===== config.mk =====
export PLATFORM = sky130hd
export DESIGN_NAME = spi_accel_responder
export DESIGN_NICKNAME = d
export VERILOG_FILES = /design/src/rtl/spi_accel_pkg.sv /design/src/rtl/spi_resp_sync.sv /design/src/rtl/spi_accel_responder.sv
export SDC_FILE = /design/constraint.sdc
export NUM_CORES = 1
export LEC_CHECK = 0
export ABC_AREA = 1
export BUFFER_PORTS_ARGS = -buffer_cell sky130_fd_sc_hd__clkbuf_2
export CORE_MARGIN = 5
export CORE_UTILIZATION = 25
export DETAILED_ROUTE_END_ITERATION = 16
export PLACE_DENSITY = 0.4
export SYNTH_ARGS = -nofsm -noshare
export SYNTH_HDL_FRONTEND = slang
export SYNTH_SLANG_ARGS = --single-unit
export TNS_END_PERCENT = 20

===== constraint.sdc =====
create_clock -name clk -period 3.4 [get_ports clk]
set_input_delay 0.17 -clock clk [delete_from_list [all_inputs] [get_ports clk]]
set_output_delay 0.17 -clock clk [all_outputs]
set_load 0.01 [all_outputs]

===== src/rtl/spi_accel_pkg.sv =====
// Shared definitions for the accelerometer SPI responder: register map
// addresses, frame direction codes, responder states, reset constants and
// small address helpers.
package spi_accel_pkg;

  // Register addresses, shared with the master's register table
  localparam logic [5:0] ADDR_DEVID       = 6'h00;
  localparam logic [5:0] ADDR_FIRST_CTRL  = 6'h24;
  localparam logic [5:0] ADDR_BW_RATE     = 6'h2C;
  localparam logic [5:0] ADDR_POWER_CTL   = 6'h2D;
  localparam logic [5:0] ADDR_LAST_CTRL   = 6'h2F;
  localparam logic [5:0] ADDR_INT_SOURCE  = 6'h30;
  localparam logic [5:0] ADDR_DATA_FORMAT = 6'h31;
  localparam logic [5:0] ADDR_DATAX0      = 6'h32;
  localparam logic [5:0] ADDR_DATAZ1      = 6'h37;

  // R/W bit of the command byte
  localparam logic READ_MODE  = 1'b1;
  localparam logic WRITE_MODE = 1'b0;

  // Reset-value constants
  localparam logic [7:0] DEVID_DEFAULT   = 8'hE5;
  localparam logic [7:0] BW_RATE_DEFAULT = 8'h0A;
  localparam logic [7:0] REG_RESET       = 8'h00;

  typedef enum logic [1:0] {
    IDLE = 2'd0,
    CMD  = 2'd1,
    DATA = 2'd2,
    DONE = 2'd3
  } resp_state_t;

  // Registers the master may write: 0x24..0x2F and 0x31
  function automatic logic is_writable(input logic [5:0] a);
    return ((a >= ADDR_FIRST_CTRL) && (a <= ADDR_LAST_CTRL)) || (a == ADDR_DATA_FORMAT);
  endfunction

  // Index into the 12-entry control block for addresses 0x24..0x2F
  function automatic logic [3:0] ctrl_idx(input logic [5:0] a);
    return a[3:0] - 4'd4;
  endfunction

  // Index into the 6-entry sample snapshot for addresses 0x32..0x37
  function automatic logic [2:0] snap_idx(input logic [5:0] a);
    return a[2:0] - 3'd2;
  endfunction

endpackage


===== src/rtl/spi_resp_sync.sv =====
// Synchronizer chains for the SPI inputs into the clk domain, with edge
// detection on SCLK and a falling-edge detect on CSN. SDI is only synced.
module spi_resp_sync #(
  parameter int SYNC_STAGES = 2
) (
  input  logic clk,
  input  logic reset_n,
  input  logic spi_clk,
  input  logic spi_csn,
  input  logic spi_sdi,
  output logic sclk_rise,
  output logic sclk_fall,
  output logic csn_fall,
  output logic csn_high,
  output logic sdi
);

  logic [SYNC_STAGES-1:0] sclk_chain;
  logic [SYNC_STAGES-1:0] csn_chain;
  logic [SYNC_STAGES-1:0] sdi_chain;
  logic                   sclk_prev;
  logic                   csn_prev;

  // Shift raw pins through the chains; SCLK and CSN idle high (CPOL=1, deselected)
  always_ff @(posedge clk or negedge reset_n) begin
    if (!reset_n) begin
      sclk_chain <= '1;
      csn_chain  <= '1;
      sdi_chain  <= '0;
      sclk_prev  <= 1'b1;
      csn_prev   <= 1'b1;
    end else begin
      sclk_chain <= {sclk_chain[SYNC_STAGES-2:0], spi_clk};
      csn_chain  <= {csn_chain[SYNC_STAGES-2:0], spi_csn};
      sdi_chain  <= {sdi_chain[SYNC_STAGES-2:0], spi_sdi};
      sclk_prev  <= sclk_chain[SYNC_STAGES-1];
      csn_prev   <= csn_chain[SYNC_STAGES-1];
    end
  end

  assign sclk_rise = sclk_chain[SYNC_STAGES-1] & ~sclk_prev;
  assign sclk_fall = ~sclk_chain[SYNC_STAGES-1] & sclk_prev;
  assign csn_fall  = ~csn_chain[SYNC_STAGES-1] & csn_prev;
  assign csn_high  = csn_chain[SYNC_STAGES-1];
  assign sdi       = sdi_chain[SYNC_STAGES-1];

endmodule


===== src/rtl/spi_accel_responder.sv =====
// ADXL345-style SPI responder (CPOL=1, CPHA=1, 16-bit frames, MSB first).
// Optional feature macro: SPI_RESP_MULTIBYTE_EN -- when defined, MB=1 frames
// auto-increment the address after each data byte; otherwise one byte per frame.
module spi_accel_responder
  import spi_accel_pkg::*;
#(
  parameter int         SYNC_STAGES   = 2,
  parameter logic [7:0] DEVID_VALUE   = DEVID_DEFAULT,
  parameter logic [7:0] BW_RATE_RESET = BW_RATE_DEFAULT
) (
  input  logic        clk,
  input  logic        reset_n,
  input  logic        sample_valid,
  input  logic [15:0] data_x,
  input  logic [15:0] data_y,
  input  logic [15:0] data_z,
  output logic [7:0]  cfg_bw_rate,
  output logic [7:0]  cfg_power_ctl,
  output logic [7:0]  cfg_data_format,
  output logic        wr_strobe,
  output logic [5:0]  wr_addr,
  output logic [7:0]  wr_data,
  input  logic        SPI_CLK,
  input  logic        SPI_CSN,
  input  logic        SPI_SDI,
  output logic        SPI_SDO,
  output logic        SPI_SDO_OE
);

`ifdef SPI_RESP_MULTIBYTE_EN
  localparam logic MB_EN = 1'b1;
`else
  localparam logic MB_EN = 1'b0;
`endif

  logic        sclk_rise, sclk_fall, csn_fall, csn_high, sdi;

  resp_state_t state;
  logic [2:0]  bit_cnt;
  logic [6:0]  rx_shift;
  logic [7:0]  tx_shift;
  logic        rw, mb;
  logic [5:0]  addr;
  logic        sdo, oe;

  logic [7:0]  ctrl_regs [0:11];
  logic [7:0]  data_format;
  logic [7:0]  shadow [0:5];
  logic [7:0]  snap [0:5];
  logic [7:0]  sample_bytes [0:5];
  logic        data_ready;

  logic        byte_done, load_rd, commit, next_mb;
  logic [7:0]  rx_byte, rd_byte;
  logic [5:0]  load_addr;

  spi_resp_sync #(.SYNC_STAGES(SYNC_STAGES)) u_sync (
    .clk       (clk),
    .reset_n   (reset_n),
    .spi_clk   (SPI_CLK),
    .spi_csn   (SPI_CSN),
    .spi_sdi   (SPI_SDI),
    .sclk_rise (sclk_rise),
    .sclk_fall (sclk_fall),
    .csn_fall  (csn_fall),
    .csn_high  (csn_high),
    .sdi       (sdi)
  );

  assign sample_bytes[0] = data_x[7:0];
  assign sample_bytes[1] = data_x[15:8];
  assign sample_bytes[2] = data_y[7:0];
  assign sample_bytes[3] = data_y[15:8];
  assign sample_bytes[4] = data_z[7:0];
  assign sample_bytes[5] = data_z[15:8];

  assign rx_byte   = {rx_shift, sdi};
  assign byte_done = sclk_rise && (bit_cnt == 3'd7);
  assign next_mb   = mb && MB_EN;
  // The command byte supplies the first address; later bytes use the next address
  assign load_addr = (state == CMD) ? {rx_shift[4:0], sdi} : addr + 6'd1;
  assign load_rd   = !csn_high && byte_done &&
                     (((state == CMD) && (rx_shift[6] == READ_MODE)) ||
                      ((state == DATA) && (rw == READ_MODE) && next_mb));
  assign commit    = !csn_high && byte_done && (state == DATA) &&
                     (rw == WRITE_MODE) && is_writable(addr);

  // Read-data multiplexer for the byte about to enter the TX shift register
  always_comb begin
    rd_byte = REG_RESET;
    if (load_addr == ADDR_DEVID)
      rd_byte = DEVID_VALUE;
    else if ((load_addr >= ADDR_FIRST_CTRL) && (load_addr <= ADDR_LAST_CTRL))
      rd_byte = ctrl_regs[ctrl_idx(load_addr)];
    else if (load_addr == ADDR_INT_SOURCE)
      rd_byte = {data_ready, 7'd0};
    else if (load_addr == ADDR_DATA_FORMAT)
      rd_byte = data_format;
    else if ((load_addr >= ADDR_DATAX0) && (load_addr <= ADDR_DATAZ1))
      rd_byte = snap[snap_idx(load_addr)];
  end

  // Frame sequencer: command byte, data byte(s), then hold until deselect
  always_ff @(posedge clk or negedge reset_n) begin
    if (!reset_n) begin
      state    <= IDLE;
      bit_cnt  <= 3'd0;
      rx_shift <= 7'd0;
      tx_shift <= 8'd0;
      rw       <= 1'b0;
      mb       <= 1'b0;
      addr     <= 6'd0;
      sdo      <= 1'b0;
      oe       <= 1'b0;
    end else if (csn_high) begin
      state   <= IDLE;
      bit_cnt <= 3'd0;
      sdo     <= 1'b0;
      oe      <= 1'b0;
    end else begin
      case (state)
        IDLE: begin
          if (csn_fall) begin
            state   <= CMD;
            bit_cnt <= 3'd0;
            sdo     <= 1'b0;
            oe      <= 1'b1;
          end
        end
        CMD: begin
          if (sclk_rise) begin
            rx_shift <= rx_byte[6:0];
            bit_cnt  <= bit_cnt + 3'd1;
            if (bit_cnt == 3'd7) begin
              rw    <= rx_shift[6];
              mb    <= rx_shift[5];
              addr  <= load_addr;
              state <= DATA;
              if (rx_shift[6] == READ_MODE)
                tx_shift <= rd_byte;
            end
          end
        end
        DATA: begin
          if ((rw == READ_MODE) && sclk_fall) begin
            sdo      <= tx_shift[7];
            tx_shift <= {tx_shift[6:0], 1'b0};
          end
          if (sclk_rise) begin
            rx_shift <= rx_byte[6:0];
            bit_cnt  <= bit_cnt + 3'd1;
            if (bit_cnt == 3'd7) begin
              if (next_mb) begin
                addr <= addr + 6'd1;
                if (rw == READ_MODE)
                  tx_shift <= rd_byte;
              end else begin
                state <= DONE;
                sdo   <= 1'b0;
              end
            end
          end
        end
        default: sdo <= 1'b0;
      endcase
    end
  end

  // Writable register file: control block 0x24..0x2F plus DATA_FORMAT
  always_ff @(posedge clk or negedge reset_n) begin
    if (!reset_n) begin
      for (int i = 0; i < 12; i++)
        ctrl_regs[i] <= (i == int'(ctrl_idx(ADDR_BW_RATE))) ? BW_RATE_RESET : REG_RESET;
      data_format <= REG_RESET;
    end else if (commit) begin
      if (addr == ADDR_DATA_FORMAT)
        data_format <= rx_byte;
      else
        ctrl_regs[ctrl_idx(addr)] <= rx_byte;
    end
  end

  // Committed-write notification
  always_ff @(posedge clk or negedge reset_n) begin
    if (!reset_n) begin
      wr_strobe <= 1'b0;
      wr_addr   <= 6'd0;
      wr_data   <= 8'd0;
    end else begin
      wr_strobe <= commit;
      if (commit) begin
        wr_addr <= addr;
        wr_data <= rx_byte;
      end
    end
  end

  // Sample shadows track the host; snapshot at frame start so a frame reads one coherent sample
  always_ff @(posedge clk or negedge reset_n) begin
    if (!reset_n) begin
      for (int i = 0; i < 6; i++) begin
        shadow[i] <= REG_RESET;
        snap[i]   <= REG_RESET;
      end
    end else begin
      for (int i = 0; i < 6; i++) begin
        if (sample_valid)
          shadow[i] <= sample_bytes[i];
        if ((state == IDLE) && csn_fall && !csn_high)
          snap[i] <= sample_valid ? sample_bytes[i] : shadow[i];
      end
    end
  end

  // DATA_READY: new sample sets it, loading INT_SOURCE for readout clears it; set wins
  always_ff @(posedge clk or negedge reset_n) begin
    if (!reset_n)
      data_ready <= 1'b0;
    else if (sample_valid)
      data_ready <= 1'b1;
    else if (load_rd && (load_addr == ADDR_INT_SOURCE))
      data_ready <= 1'b0;
  end

  assign cfg_bw_rate     = ctrl_regs[ctrl_idx(ADDR_BW_RATE)];
  assign cfg_power_ctl   = ctrl_regs[ctrl_idx(ADDR_POWER_CTL)];
  assign cfg_data_format = data_format;
  assign SPI_SDO         = sdo;
  // Gate with the raw pin so the driver is released as soon as the master deselects
  assign SPI_SDO_OE      = oe & ~SPI_CSN;

endmodule


# --- Word level (Yosys, flattened, before mapping) ---
# Cells that the tools add are included.
word_totals:
  elab_cells: 170
  ff_bits: 253
  inputBits: 54
  output_inout_bits: 41
classes:
  bitwise_logic: 13
  reduce_logical: 35
  n_eq_ne: 17
  magnitude_cmp: 10
  n_addsub: 5
  mux: 48
op_table:
  columns: ["operator", "n"]
  rows:
  - ["$mux W8", 20]
  - ["$bwmux W96", 1]
  - ["$bmux W8 S4", 1]
  - ["$demux W8 S4", 1]
  - ["$bmux W8 S3", 1]
  - ["$eq A6 B6 Y1 const B", 3]
  - ["$ge A6 B6 Y1 const B", 3]
  - ["$le A6 B6 Y1 const B", 3]
  - ["$pmux W8 S2", 1]
  - ["$logic_and A1 B1 Y1", 15]
  - ["$ne A3 B2 Y1 const B", 5]
  - ["$mux W2", 6]
  - ["$reduce_and A6 Y1", 2]
  - ["$ge A5 B5 Y1 const B", 2]
  - ["$mux W1", 10]
  - ["$not A4 Y5", 2]
  - ["$mux W3", 3]
  - ["$reduce_and A2 Y1", 4]
  - ["$reduce_bool A2 Y1", 4]
  - ["$sub A4 B3 Y4 const B", 2]
  - ["$add A6 B1 Y6 const B", 1]
  - ["$logic_not A6 Y1", 1]
  - ["$mux W6", 1]
  - ["$ne A2 B2 Y1 const B", 3]
  - ["23 further kinds", 33]

# --- Depth between registers and ports, before layout ---
# Gate-level depths: netlist (run 1).
logic_depth:
  word_depth: 16
  depth_mapped: 18

# --- Modules after synthesis ---
# From an unflattened synthesis (run 1), not the netlist that was laid out.
hier_totals:
  cells_unflattened: 1430
  hier_area_um2: 11706.2
by_module_without_submodules:
  columns: ["module", "cells_each", "seq_area_each_um2", "n_inst", "area_per_inst_um2"]
  rows:
  - ["spi_accel_responder", 1416, 6133.4, 1, 11476.0]
  - ["spi_resp_sync", 14, 207.7, 1, 230.2]

# --- Worst setup path after synthesis (run 1) ---
# No wires, ideal clock.
synth_path:
  kind: "register to register"
  from: "register state[1]"
  to: "register tx_shift[2]"
  setup_ns: 0.116
  arrival_time_ns: 2.440
  synth_period_minus_slack_ns: 2.557
  path_slack_ns: 0.843
  path_stages_with_launch: 17
  cell_sequence: "dfrtp_1 inv_1 ha_1 inv_2 buf_4 o21ai_2 ha_1 inv_1 nor3_4 nand3_2 buf_6 nor2_2 nor2_1 nand2_1 nand2_1 nand2_1 nand2_1"
synth_via:
  elab_chain_len: 16
  elab_cells_between_ends: 37
synth_lines:
  columns: ["item", "line_no", "text"]
  rows:
  - ["start: declaration", "spi_accel_responder.sv:38", "resp_state_t state;"]
  - ["start signal: assignment", "spi_accel_responder.sv:106", "state <= IDLE;"]
  - ["start signal: assignment", "spi_accel_responder.sv:116", "state <= IDLE;"]
  - ["start signal: assignment", "spi_accel_responder.sv:124", "state <= CMD;"]
  - ["$eq A2 B1 Y1", "spi_accel_responder.sv:81, spi_accel_responder.sv:121", null]
  - ["$mux W6", "spi_accel_responder.sv:81", "assign load_addr = (state == CMD) ? {rx_shift[4:0], sdi} : addr + 6'd1;"]
  - ["$sub A3 B2 Y3", "spi_accel_pkg.sv:45", "return a[2:0] - 3'd2;"]
  - ["$not A3 Y4 (implied by the code)", "spi_accel_responder.sv:100", "rd_byte = snap[snap_idx(load_addr)];"]
  - ["$bmux W8 S3", "spi_accel_responder.sv:100", null]
  - ["$mux W8 (implied by the code) (2 in a row)", "spi_accel_responder.sv:100", null]
  - ["$mux W8", "spi_accel_responder.sv:99", "else if ((load_addr >= ADDR_DATAX0) && (load_addr <= ADDR_DATAZ1))"]
  - ["$mux W8", "spi_accel_responder.sv:97", "else if (load_addr == ADDR_DATA_FORMAT)"]
  - ["$mux W8", "spi_accel_responder.sv:95", "else if (load_addr == ADDR_INT_SOURCE)"]
  - ["$mux W8", "spi_accel_responder.sv:93", "else if ((load_addr >= ADDR_FIRST_CTRL) && (load_addr <= ADDR_LAST_CTRL))"]
  - ["$mux W8", "spi_accel_responder.sv:91", "if (load_addr == ADDR_DEVID)"]
  - ["$mux W8", "spi_accel_responder.sv:139", "if (rx_shift[6] == READ_MODE)"]
  - ["$mux W8", "spi_accel_responder.sv:134", "if (bit_cnt == 3'd7) begin"]
  - ["$mux W8", "spi_accel_responder.sv:131", "if (sclk_rise) begin"]
  - ["$pmux W8 S2", "spi_accel_responder.sv:121", "case (state)"]
  - ["end signal: assignment", "spi_accel_responder.sv:140", "tx_shift <= rd_byte;"]
  - ["end signal: assignment", "spi_accel_responder.sv:147", "tx_shift <= {tx_shift[6:0], 1'b0};"]
  - ["end signal: assignment", "spi_accel_responder.sv:156", "tx_shift <= rd_byte;"]
  - ["end: declaration", "spi_accel_responder.sv:41", "logic [7:0] tx_shift;"]
# Parallel ways exist; a longest one is shown, timed or not. The select of a mux whose other input is x is not followed.
# A chain may end at the register's enable or synchronous reset.

# --- Final worst setup path (run 1) ---
layout_path:
  from: "register addr[0]"
  to: "register tx_shift[5]"
layout_via:
  elab_chain_len: 16
  elab_cells_between_ends: 30
layout_lines:
  columns: ["item", "line_no", "text"]
  rows:
  - ["start: declaration", "spi_accel_responder.sv:43", "logic [5:0] addr;"]
  - ["start signal: assignment", "spi_accel_responder.sv:137", "addr <= load_addr;"]
  - ["start signal: assignment", "spi_accel_responder.sv:154", "addr <= addr + 6'd1;"]
  - ["$add A6 B1 Y6 (*)", null, null]
  - ["$mux W6 (*)", "spi_accel_responder.sv:81", null]
  - ["$sub A3 B2 Y3", "spi_accel_pkg.sv:45", null]
  - ["$not A3 Y4 (implied by the code)", "spi_accel_responder.sv:100", null]
  - ["$bmux W8 S3", "spi_accel_responder.sv:100", null]
  - ["$mux W8 (implied by the code) (2 in a row)", "spi_accel_responder.sv:100", null]
  - ["$mux W8", "spi_accel_responder.sv:99", null]
  - ["$mux W8", "spi_accel_responder.sv:97", null]
  - ["$mux W8", "spi_accel_responder.sv:95", null]
  - ["$mux W8", "spi_accel_responder.sv:93", null]
  - ["$mux W8 (*)", "spi_accel_responder.sv:91", null]
  - ["$mux W8 (*)", "spi_accel_responder.sv:139", null]
  - ["$mux W8 (*)", "spi_accel_responder.sv:134", null]
  - ["$mux W8 (*)", "spi_accel_responder.sv:131", null]
  - ["$pmux W8 S2 (*)", "spi_accel_responder.sv:121", null]
# Every way passes the cells marked *; elsewhere a longest branch is shown, timed or not. The select of a mux whose other input is x is not followed.

==> impl_metrics.py, run 1 <==
metrics = {
    "place": {
        "port_buffers": 94,
        "gp_congestion": 0.851,
        "dp_cells": 2077,
        "hpwl_um": 24700,
    },
    "yosys": {
        "synthAdderAreaFrac": 0.0148,
        "synth_top_family_by_area": "simple AND/OR/NAND/NOR gates",
        "synth-simple-area-share": 0.250,
        "synth_edf_count": 0,
        "yosysWarningCount": 0,
        "seq_area_frac_synth": 0.537,
        "yosysTopAreaCell": "dfrtp_1",
        "ys_seq_elements": 253,
        "syn-cell-area_mm2": 0.0118,
        "synth-xor-area-share": 0,
        "synth_flop_cell": "dfrtp_1",
        "syn-num-nets": 1506,
        "synth_mux_area_frac": 0,
        "synthCells": 1438,
        "yosysTopAreaCellShare": 0.520,
        "yosysUniqueCellTypes": 38,
        "synthArstFlopShare": 1.00,
        "ys_top_cells_by_area": "dfrtp_1, nand2_1, o21ai_0, inv_1, nor2_1",
        "avgSynthCellArea_um2": 8.21,
        "synth-compound-area-share": 0.120,
    },
    "critical_path": {
        "crit_slowest_cell": "dfrtp_1",
        "crit_start": "addr[0]",
        "cpMostUsedCell": "nand2_1",
        "crit_chain": "inv_1, ha_1, nand2_2, nand2_2, ha_1, inv_1, nor2_2, o21ai_0, a21oi_1, o21ai_1, nand2_1, nand2_1, nand2_1, nand2_1, nand2_1",
        "reg2reg_to": "tx_shift[5]",
        "crit_type": "flip-flop to flip-flop",
        "arrival_ns": 3.37,
        "crit_buf_inv": 2,
        "critPathLaunchType": "flip-flop",
        "cp_top_family": "simple AND/OR/NAND/NOR gates",
        "timing.rr.start": "addr[0]",
        "endpoint_kind": "flip-flop",
        "crit_required_ns": 3.92,
        "crit_cells": 15,
        "crit_fanout": 9,
        "rr_worst_depth": 15,
        "slowest_delay_ns": 0.54,
        "cp-endpoint": "tx_shift[5]",
        "rrSetupSlack_ns": 0.55,
    },
    "drt": {
        "drtAntennaViolNets": 0,
        "first_pass_iters": 5,
        "vias": 9626,
        "route.detailed.drc": 0,
        "viasPerCell": 4.41,
        "drt_iter0_markers": 654,
        "wire_per_inst_um": 16.4,
        "routed_wirelength_um": 35700,
    },
    "timing": {
        "fin_crit_ns": 2.85,
        "tns_ns": 0,
        "fmax_mhz": 351,
        "setup_viol": 0,
        "fin_skew_ns": 0.0288,
        "fin_crit_sh": 0.838,
        "final_hold_viol_count": 0,
        "rsz0062_at_grt": "no",
        "tightest_slew_ns": 0.874,
        "finalMaxSlewViolations": 0,
        "relSlewSlack": 0.417,
    },
    "global_route": {
        "grt_max_degree": 97,
        "grt_usage": 0.140,
        "grt.overflow.total": 0,
        "antenna_found_initial": 0,
        "grt_pass1_wl_um": 57100,
        "first_global_vias": 9655,
    },
    "cells_and_area": {
        "final_common_cell": "nand2_1",
        "layout-drive-gt1-share": 0.129,
        "mostFrequentLayoutCells": "nand2_1, dfrtp_1, o21ai_0, inv_1, clkbuf_2",
        "syn2layout_area_growth_pct": 20.2,
        "fin_nets": 1622,
        "layout.cells.non_filler": 2181,
        "diodes": 0,
    },
    "worst_hold_path": {
        "hold_path_class": "input pin to asynchronous set/reset pin",
    },
    "floorplanning": {
        "core_area_mm2": 0.0467,
        "rows": 79,
        "die_x_um": 227,
        "io_pins": 95,
        "dieArea_mm2": 0.0516,
        "start_util": 0.253,
        "die_y_um": 227,
    },
    "clock_network": {
        "clkLatencyLatePin_ns": 0.58,
        "h-tree-depth": 1,
        "cts_made_buffers": 30,
        "clkTransAtPathRegs_ns": 0.06,
        "max-clock-path-buffers": 3,
        "cts_tree": "built",
        "cts_sinks": 253,
        "clock-root-buffer": "clkbuf_16",
    },
    "run": {
        "maxCapViolCount": 0,
    },
    "pwr": {
        "pwr-share-comb": 0.271,
        "clkPwrFrac": 0.329,
        "p_int_mw": 5.88,
        "seqPwrFrac": 0.401,
        "swShare": 0.355,
        "vdd_drop_max_mv": 0.396,
        "switching_power_mw": 3.24,
        "p_leak_nw": 6.78,
        "power_density_mw_per_mm2": 643,
    },
    "outcome": {
        "status": "completed",
    },
}
## cells in the mapped netlist, types with 6 or more instances
cell	count
a21oi_1	26
a31oi_1	26
buf_2	18
buf_4	26
buf_6	6
clkbuf_1	29
dfrtp_1	245
dfstp_2	8
ha_1	14
inv_1	104
nand2_1	536
nand3_1	52
nand4_1	18
nor2_1	86
nor2_2	8
o211ai_1	17
o21ai_0	156
o21ai_1	20
## worst reg2reg max path: stages, from the launching register on
cell	delay (ns)
dfrtp_1	0.54
inv_1	0.17
ha_1	0.34
nand2_2	0.08
nand2_2	0.16
ha_1	0.34
inv_1	0.15
nor2_2	0.34
o21ai_0	0.15
a21oi_1	0.15
o21ai_1	0.10
nand2_1	0.08
nand2_1	0.06
nand2_1	0.06
nand2_1	0.04
nand2_1	0.06
## kinds of logic after synthesis
family | after synthesis
adder cells (fa/ha/maj) | 14
flip-flops | 253
AND/OR/NAND/NOR | 720
buffers and inverters | 195
AO/OA/AOI/OAI | 256
## area by class of cell
class / count / area (um2)
Clock buffer: 47 / 865
Clock inverter: 5 / 36.3
Fill cell: 4996 / 32500
Inverter: 109 / 409
Multi-Input combinational cell: 990 / 4540
Sequential cell: 253 / 6340
Tap cell: 607 / 759
Timing Repair Buffer: 170 / 1230
## metal layers
layer	global-route usage	share of wire
met4	0.0359	0.025
met2	0.222	0.45
met3	0.0221	0.042
met1	0.201	0.48
met5	0	0
## sequential cells by signal, summed over array words and instances (netlist names), 2 cells and up
register / cells
tx_shift: 8
wr_addr: 6
cfg_bw_rate: 8
u_sync.sdi_chain: 2
cfg_data_format: 8
addr: 6
u_sync.sclk_chain: 2
cfg_power_ctl: 8
bit_cnt: 3
ctrl_regs: 80
snap: 48
u_sync.csn_chain: 2
shadow: 48
state: 2
rx_shift: 7
wr_data: 8
## power groups by stage
stage	sequential, mW	clock, mW	combinational [mW]
floorplan	3.59	0	1.68
global placement	3.71	0	2.48
detailed placement	3.71	0	2.47
CTS	3.66	3.12	2.53
global route	3.70	3.23	2.81
finish	3.65	3.00	2.47
## what timing repair did
action | 4_1_cts | 5_1_grt
resized for setup | 0 | 0
hold buffers | 52 | 0
setup buffers | 0 | 0
hold endpoints to repair | 162 | 0
## metrics by stage
step | instance area, um2 | total power [mW] | hold WS (ns) | utilization | setup WS, ns
2_1_floorplan | 11800 | 5.27 | -0.126 | - | 0.843
3_3_place_gp | 12800 | 6.19 | 0.194 | 0.274 | 0.609
3_5_place_dp | 12800 | 6.18 | 0.187 | 0.274 | 0.527
4_1_cts | 14200 | 9.31 | 0.158 | 0.304 | 0.505
5_1_grt | 14200 | 9.74 | 0.203 | 0.304 | 0.153
6_report | 14200 | 9.12 | 0.168 | 0.304 | 0.550
## worst min path at each step
stage                     cells past startpoint    start             end
after global placement                        1  reset_n  cfg_bw_rate[0]
after global routing                          2  reset_n   ctrl_regs[81]
final                                         2  reset_n   ctrl_regs[81]
after CTS                                     2  reset_n     tx_shift[0]
after detailed placement                      1  reset_n  cfg_bw_rate[0]
after floorplan                               0  reset_n         SPI_SDO
(Power assumes the default switching activity.)
==> run 2, diff against run 1 <==
PLACE_DENSITY = 0.41   (was 0.4)
clock period = 2.4 ns   (was 3.4 ns; I/O delays follow)
==> run 2 against run 1 <==
Register-to-register slack worse by 0.42 ns. Total power is 58% higher. Maximum frequency is 25% higher. Routed wire length is 2.5% higher. Via count is 3.5% higher. First-iteration DRC count is 12% lower. Clock power is 61% higher. Combinational power is 79% higher. Flip-flop and latch count stayed put. Global-route usage is 0.070 points higher. Worst hold slack worse by 0.052 ns.
==> impl_metrics.py, run 2 (synthesis gave the netlist of run 1 again) <==
metrics = {
    "outcome": {
        "status": "completed",
    },
    "global_route": {
        "use_met1": 0.197,
        "use_met2": 0.229,
        "grt-busiest-layer": "met2",
        "use_met3": 0.0232,
        "grt.overflow.total": 0,
        "antenna_found_initial": 0,
        "first_global_vias": 9967,
        "grt_max_degree": 71,
        "grt_pass1_wl_um": 57700,
        "grt_usage": 0.141,
    },
    "place": {
        "hpwl_um": 25600,
        "post-place-ws_ns": -0.174,
        "gp_congestion": 0.803,
        "port_buffers": 94,
    },
    "run": {
        "maxCapViolCount": 0,
    },
    "clock_network": {
        "clkTransAtPathRegs_ns": 0.07,
        "max-clock-path-buffers": 3,
        "cts_sinks": 253,
        "cts_tree": "built",
        "clock-root-buffer": "clkbuf_16",
        "cts_made_buffers": 31,
        "clkLatencyLatePin_ns": 0.59,
        "h-tree-depth": 1,
    },
    "timing": {
        "setup_viol": 0,
        "tns_ns": 0,
        "relSlewSlack": 0.466,
        "setup_ws_ns": 0.126,
        "fin_crit_sh": 0.948,
        "rsz0062_at_grt": "yes",
        "tightest_slew_ns": 0.801,
        "finalMaxSlewViolations": 0,
        "fin_skew_ns": 0.0176,
        "fin_crit_ns": 2.27,
        "fmax_mhz": 440,
        "final_hold_viol_count": 0,
    },
    "floorplanning": {
        "start_util": 0.253,
        "io_pins": 95,
        "die_x_um": 227,
        "die_y_um": 227,
        "rows": 79,
        "dieArea_mm2": 0.0516,
        "core_area_mm2": 0.0467,
    },
    "drt": {
        "route.detailed.drc": 0,
        "wire_per_inst_um": 16.1,
        "drtAntennaViolNets": 0,
        "viasPerCell": 4.40,
        "first_pass_iters": 5,
        "vias": 9960,
        "drt_iter0_markers": 574,
        "routed_wirelength_um": 36600,
    },
    "worst_hold_path": {
        "hold_path_class": "input pin to flip-flop",
    },
    "pwr": {
        "power_density_mw_per_mm2": 940,
        "p_leak_nw": 7.28,
        "vdd_drop_max_mv": 0.619,
    },
    "cells_and_area": {
        "fin_nets": 1702,
        "syn2layout_area_growth_pct": 29.5,
        "final_util": 0.328,
        "reg.largest.list": "ctrl_regs (80), shadow (48), snap (48)",
        "layout-drive-gt1-share": 0.195,
        "mostFrequentLayoutCells": "nand2_1, dfrtp_1, o21ai_0, inv_1, clkbuf_2",
        "final_common_cell": "nand2_1",
        "largest_reg_flops": 80,
        "regMostFlops": "ctrl_regs",
    },
    "critical_path": {
        "arrival_ns": 2.75,
        "critPathLaunchType": "flip-flop",
        "crit_fanout": 8,
        "crit_required_ns": 2.88,
        "crit_type": "flip-flop to flip-flop",
        "endpoint_kind": "flip-flop",
    },
}
-- run 2: changes by cell type in the layout (fill, tap and decap cells not counted), sizes merged, moves of 3 or more --
cell	before	now
clkinvlp	0	6
bufinv	0	3
buf	25	102
clkbuf	140	133
clkinv	5	8
-- run 2: worst max-delay path, stage by stage, from the launching register on --
cell     delay [ns]
dfrtp_1        0.41
ha_4           0.21
buf_4          0.14
nand2_2        0.11
nand2_8        0.12
buf_6          0.14
buf_4          0.15
nor3_4         0.21
buf_6          0.14
nand3_4        0.13
nor2_1         0.14
nor2_1         0.04
nand2_1        0.05
nand2_1        0.04
nand2_1        0.07
a21oi_2        0.05
-- run 2: report_power, final --
group          internal (mW)  total [mW]  switching (mW)  leakage [nW]
combinational           1.69        4.42            2.73          3.47
clock                   2.88        4.83            1.95         0.516
sequential              4.83        5.12           0.289          3.29
total                   9.40        14.4            4.97          7.28
-- run 2: metrics by stage --
stage	hold slack, ns	cells	instance area, um2	power (mW)
floorplan	-0.176	1438	11800	7.50
global route	0.145	2265	15300	15.3
global placement	0.168	2142	13400	9.23
CTS	0.101	2257	15100	14.4
detailed placement	0.163	2142	13400	9.24
finish	0.116	2266	15300	14.4
-- run 2: layout make-up --
type,instances,area [um2]
antenna,1,2.50
inverter,109,420
fill,4988,31400
clock inverter,18,196
timing repair buffer,248,2010
clock buffer,39,866
tap,607,759
multi-input combinational,991,4680
sequential,253,6340
-- run 2: final timing paths --
kind                                startpoint                  end  slack (ns)  cells past startpoint
max reg2reg                           state[0]          tx_shift[3]        0.13                     15
max                                   state[0]          tx_shift[3]        0.13                     15
max in group asynchronous              reset_n       cfg_bw_rate[3]        1.49                      3
min                               sample_valid           shadow[14]        0.12                      4
min reg2reg                u_sync.sdi_chain[0]  u_sync.sdi_chain[1]        0.35                      0
min in group asynchronous              reset_n        ctrl_regs[57]        0.15                      2
-- run 2: what timing repair did --
item | 4_1_cts | 5_1_grt
setup endpoints to repair | 8 | 21
cloned | 0 | 2
endpoints found under the hold margin | 162 | 0
buffers inserted | 6 | 6
hold buffers | 52 | 0
gates resized for setup | 5 | 35
pin swaps | 2 | 11
-- run 2: metal layers --
layer | up-vias | routed length (um)
met1 | 4736 | 17200
met4 | 0 | 849
met2 | 174 | 16800
li1 | 4996 | -
met5 | - | 0
met3 | 54 | 1710
==> run 3, diff against run 2 <==
--- a/config.mk
+++ b/config.mk
@@ -10,7 +10,8 @@
 export CORE_MARGIN = 5
-export CORE_UTILIZATION = 25
+export CORE_UTILIZATION = 45
 export DETAILED_ROUTE_END_ITERATION = 16
-export PLACE_DENSITY = 0.41
+export PLACE_DENSITY = 0.65
 export SYNTH_ARGS = -nofsm -noshare
 export SYNTH_HDL_FRONTEND = slang
+export SYNTH_HIERARCHICAL = 1
 export SYNTH_SLANG_ARGS = --single-unit
==> constraint.sdc (replaced) <==
create_clock -name clk -period 2.4 [get_ports clk]
set_input_delay 0.24 -clock clk [delete_from_list [all_inputs] [get_ports clk]]
set_output_delay 0.24 -clock clk [all_outputs]
set_load 0.01 [all_outputs]
==> run 3 against run 2 <==
Core utilization increased by 23 points. Via count about the same. Clock power shrank 13%. Clock skew down 0.0097 ns. Die area fell by 43%. Critical path depth unchanged. Worst hold slack gained 0.13 ns. Non-clock buffer count fell by 23. Combinational power is 13% lower. Final cell count down 14%. Area after synthesis shrank 0.78%. Critical endpoint unchanged.
==> impl_metrics.py, run 3 <==
metrics = {
    "yosys": {
        "synth_flop_cell": "dfrtp_1",
        "syn-cell-area_mm2": 0.0117,
        "ys_top_cells_by_area": "dfrtp_1, nand2_1, o21ai_0, inv_1, nor2_1",
        "synthCells": 1430,
        "seq_area_frac_synth": 0.542,
        "synth_edf_count": 0,
        "synth_most_common_cell": "nand2_1",
        "yosysUniqueCellTypes": 43,
        "yosys-top-cells-count": "nand2_1, dfrtp_1, o21ai_0",
        "avgSynthCellArea_um2": 8.19,
        "syn-num-nets": 1497,
        "yosysTopAreaCell": "dfrtp_1",
        "ys_seq_elements": 253,
        "yosysWarningCount": 6,
        "yosysTopAreaCellShare": 0.524,
        "synthArstFlopShare": 1.00,
    },
    "drt": {
        "routed_wirelength_um": 32200,
        "wire_per_inst_um": 16.5,
        "drtAntennaViolNets": 0,
        "vias": 9959,
        "drt_iter0_markers": 715,
        "viasPerCell": 5.09,
        "first_pass_iters": 5,
        "route.detailed.drc": 0,
    },
    "timing": {
        "final_hold_viol_count": 0,
        "fin_crit_sh": 0.976,
        "fin_crit_ns": 2.34,
        "fmax_mhz": 427,
        "rsz0062_at_grt": "yes",
        "setup_viol": 0,
        "tns_ns": 0,
        "finalMaxSlewViolations": 0,
        "tightest_slew_ns": 0.694,
        "fin_skew_ns": 0.00786,
        "relSlewSlack": 0.537,
    },
    "floorplanning": {
        "rows": 59,
        "die_x_um": 171,
        "io_pins": 95,
        "start_util": 0.453,
        "core_area_mm2": 0.0258,
        "dieArea_mm2": 0.0293,
        "die_y_um": 171,
    },
    "clock_network": {
        "clkTransAtPathRegs_ns": 0.06,
        "max-clock-path-buffers": 3,
        "h-tree-depth": 1,
        "clkLatencyLatePin_ns": 0.54,
        "clock-root-buffer": "clkbuf_16",
        "cts_tree": "built",
        "cts_sinks": 253,
        "cts_made_buffers": 27,
    },
    "cells_and_area": {
        "diodes": 0,
        "fin_nets": 1669,
        "largest_reg_flops": 80,
        "mostFrequentLayoutCells": "nand2_1, dfrtp_1, o21ai_0, clkbuf_2, inv_1",
        "final_util": 0.562,
        "reg.largest.list": "ctrl_regs (80), shadow (48), snap (48)",
        "layout-drive-gt1-share": 0.186,
        "syn2layout_area_growth_pct": 24.0,
        "layout.cells.non_filler": 1956,
        "regMostFlops": "ctrl_regs",
        "final_common_cell": "nand2_1",
        "final_cell_area_mm2": 0.0145,
    },
    "place": {
        "dp_cells": 1849,
        "dpl-instance-area_mm2": 0.0128,
        "gp_congestion": 0.939,
        "hpwl_um": 21700,
        "port_buffers": 94,
    },
    "critical_path": {
        "critPathLaunchType": "flip-flop",
        "cpMostUsedCell": "nand2_1",
        "slowest_delay_ns": 0.39,
        "crit_slowest_cell": "dfrtp_1",
        "timing.rr.start": "addr[1]",
        "endpoint_kind": "flip-flop",
        "crit_start": "addr[1]",
        "crit_buf_inv": 2,
        "cp_top_family": "simple AND/OR/NAND/NOR gates",
        "crit_required_ns": 2.87,
        "arrival_ns": 2.81,
        "crit_fanout": 8,
        "crit_chain": "ha_2, xnor2_2, a21oi_2, clkinv_2, ha_4, inv_4, nor2_4, o211ai_1, nand2_1, nand2_1, nand2_1, nand2_1, nand2_1, nand2_1, a21oi_2",
        "crit_type": "flip-flop to flip-flop",
    },
    "global_route": {
        "grt.overflow.total": 0,
        "grt_pass1_wl_um": 51200,
        "antenna_found_initial": 0,
        "grt_max_degree": 98,
        "grt_usage": 0.217,
        "first_global_vias": 9624,
    },
    "worst_hold_path": {
        "hold_path_class": "input pin to asynchronous set/reset pin",
    },
    "outcome": {
        "status": "completed",
    },
    "pwr": {
        "vdd_drop_max_mv": 0.549,
        "p_leak_nw": 7.04,
        "power.total_mw": 13.1,
        "power_density_mw_per_mm2": 902,
    },
    "run": {
        "maxCapViolCount": 0,
    },
}
==> run 3: changes by cell type after synthesis, moves of 6 or more <==
cell,before,now
o21ai_0,156,170
inv_1,104,95
nor2_1,86,76
nand2_1,536,559
o21ai_1,20,10
buf_4,26,20
clkbuf_1,29,43
a21oi_1,26,17
buf_2,18,10
==> run 3: final timing paths <==
| path | end | slack [ns] | depth (start not counted) |
|---|---|---|---|
| worst max-delay path | tx_shift[3] | 0.06 | 15 |
| worst min-delay path | oe | 0.24 | 2 |
| worst max register to register | tx_shift[3] | 0.06 | 15 |
| worst min register to register | u_sync/sdi_chain[1] | 0.35 | 0 |
| max in group asynchronous | cfg_bw_rate[1] | 1.41 | 3 |
| min in group clk | shadow[13] | 0.29 | 4 |
==> run 3: area by class of cell <==
| class | count | area [um2] |
|---|---|---|
| repair inverters | 1 | 7.51 |
| repair buffers | 225 | 1720 |
| inverters | 103 | 405 |
| well taps | 335 | 419 |
| fillers | 2398 | 11300 |
| clock buffers | 40 | 805 |
| multi-input cells | 991 | 4720 |
| flip-flops and latches | 253 | 6340 |
| clock inverters | 8 | 96.3 |
==> run 3: where the power goes <==
part           switching (mW)  internal, mW
clock                    1.69          2.52
combinational            2.47          1.38
sequential              0.281          4.75
==> run 3: repair_timing <==
action / in CTS / in global routing
endpoints found under the setup margin: 8 / 86
hold buffers: 52 / 0
gates cloned: 0 / 3
gates resized for setup: 6 / 51
pin swaps: 0 / 27
setup buffers: 0 / 4
hold endpoints to repair: 125 / 0
==> run 3: kinds of logic (layout without fill, tap and decap cells) <==
| logic type | Yosys count | in the layout | share of synthesized area |
|---|---|---|---|
| AOI/OAI and AO/OA | 252 | 252 | 0.119 |
| xor gates and xnor gates | 1 | 1 | 0.000748 |
| adders and majority gates | 13 | 13 | 0.0139 |
| buffers and inverters | 188 | 377 | 0.0737 |
| DFF | 253 | 253 | 0.542 |
| and+or+nand+nor | 723 | 725 | 0.251 |
==> run 3: worst reg2reg max path, cell delays in order, from the launching register on <==
cell and delay (ns):
dfrtp_1 0.39, ha_2 0.21, xnor2_2 0.14, a21oi_2 0.25
clkinv_2 0.15, ha_4 0.30, inv_4 0.05, nor2_4 0.17
o211ai_1 0.13, nand2_1 0.08, nand2_1 0.05, nand2_1 0.08
nand2_1 0.06, nand2_1 0.05, nand2_1 0.06, a21oi_2 0.13
==> run 3: through the flow <==
| stage | hold WS (ns) | worst slack (ns) |
|---|---|---|
| after floorplan | -0.0556 | 0.00732 |
| after global placement | 0.234 | -0.155 |
| after detailed placement | 0.232 | -0.151 |
| after CTS | 0.259 | 0.0190 |
| after global routing | 0.276 | -0.0803 |
| final | 0.243 | 0.0568 |
==> run 3: layer usage <==
layer,GRT usage,wire length (um)
met1,0.320,15000
met2,0.353,15300
met3,0.0248,1480
met4,0.0417,506
met5,0,0
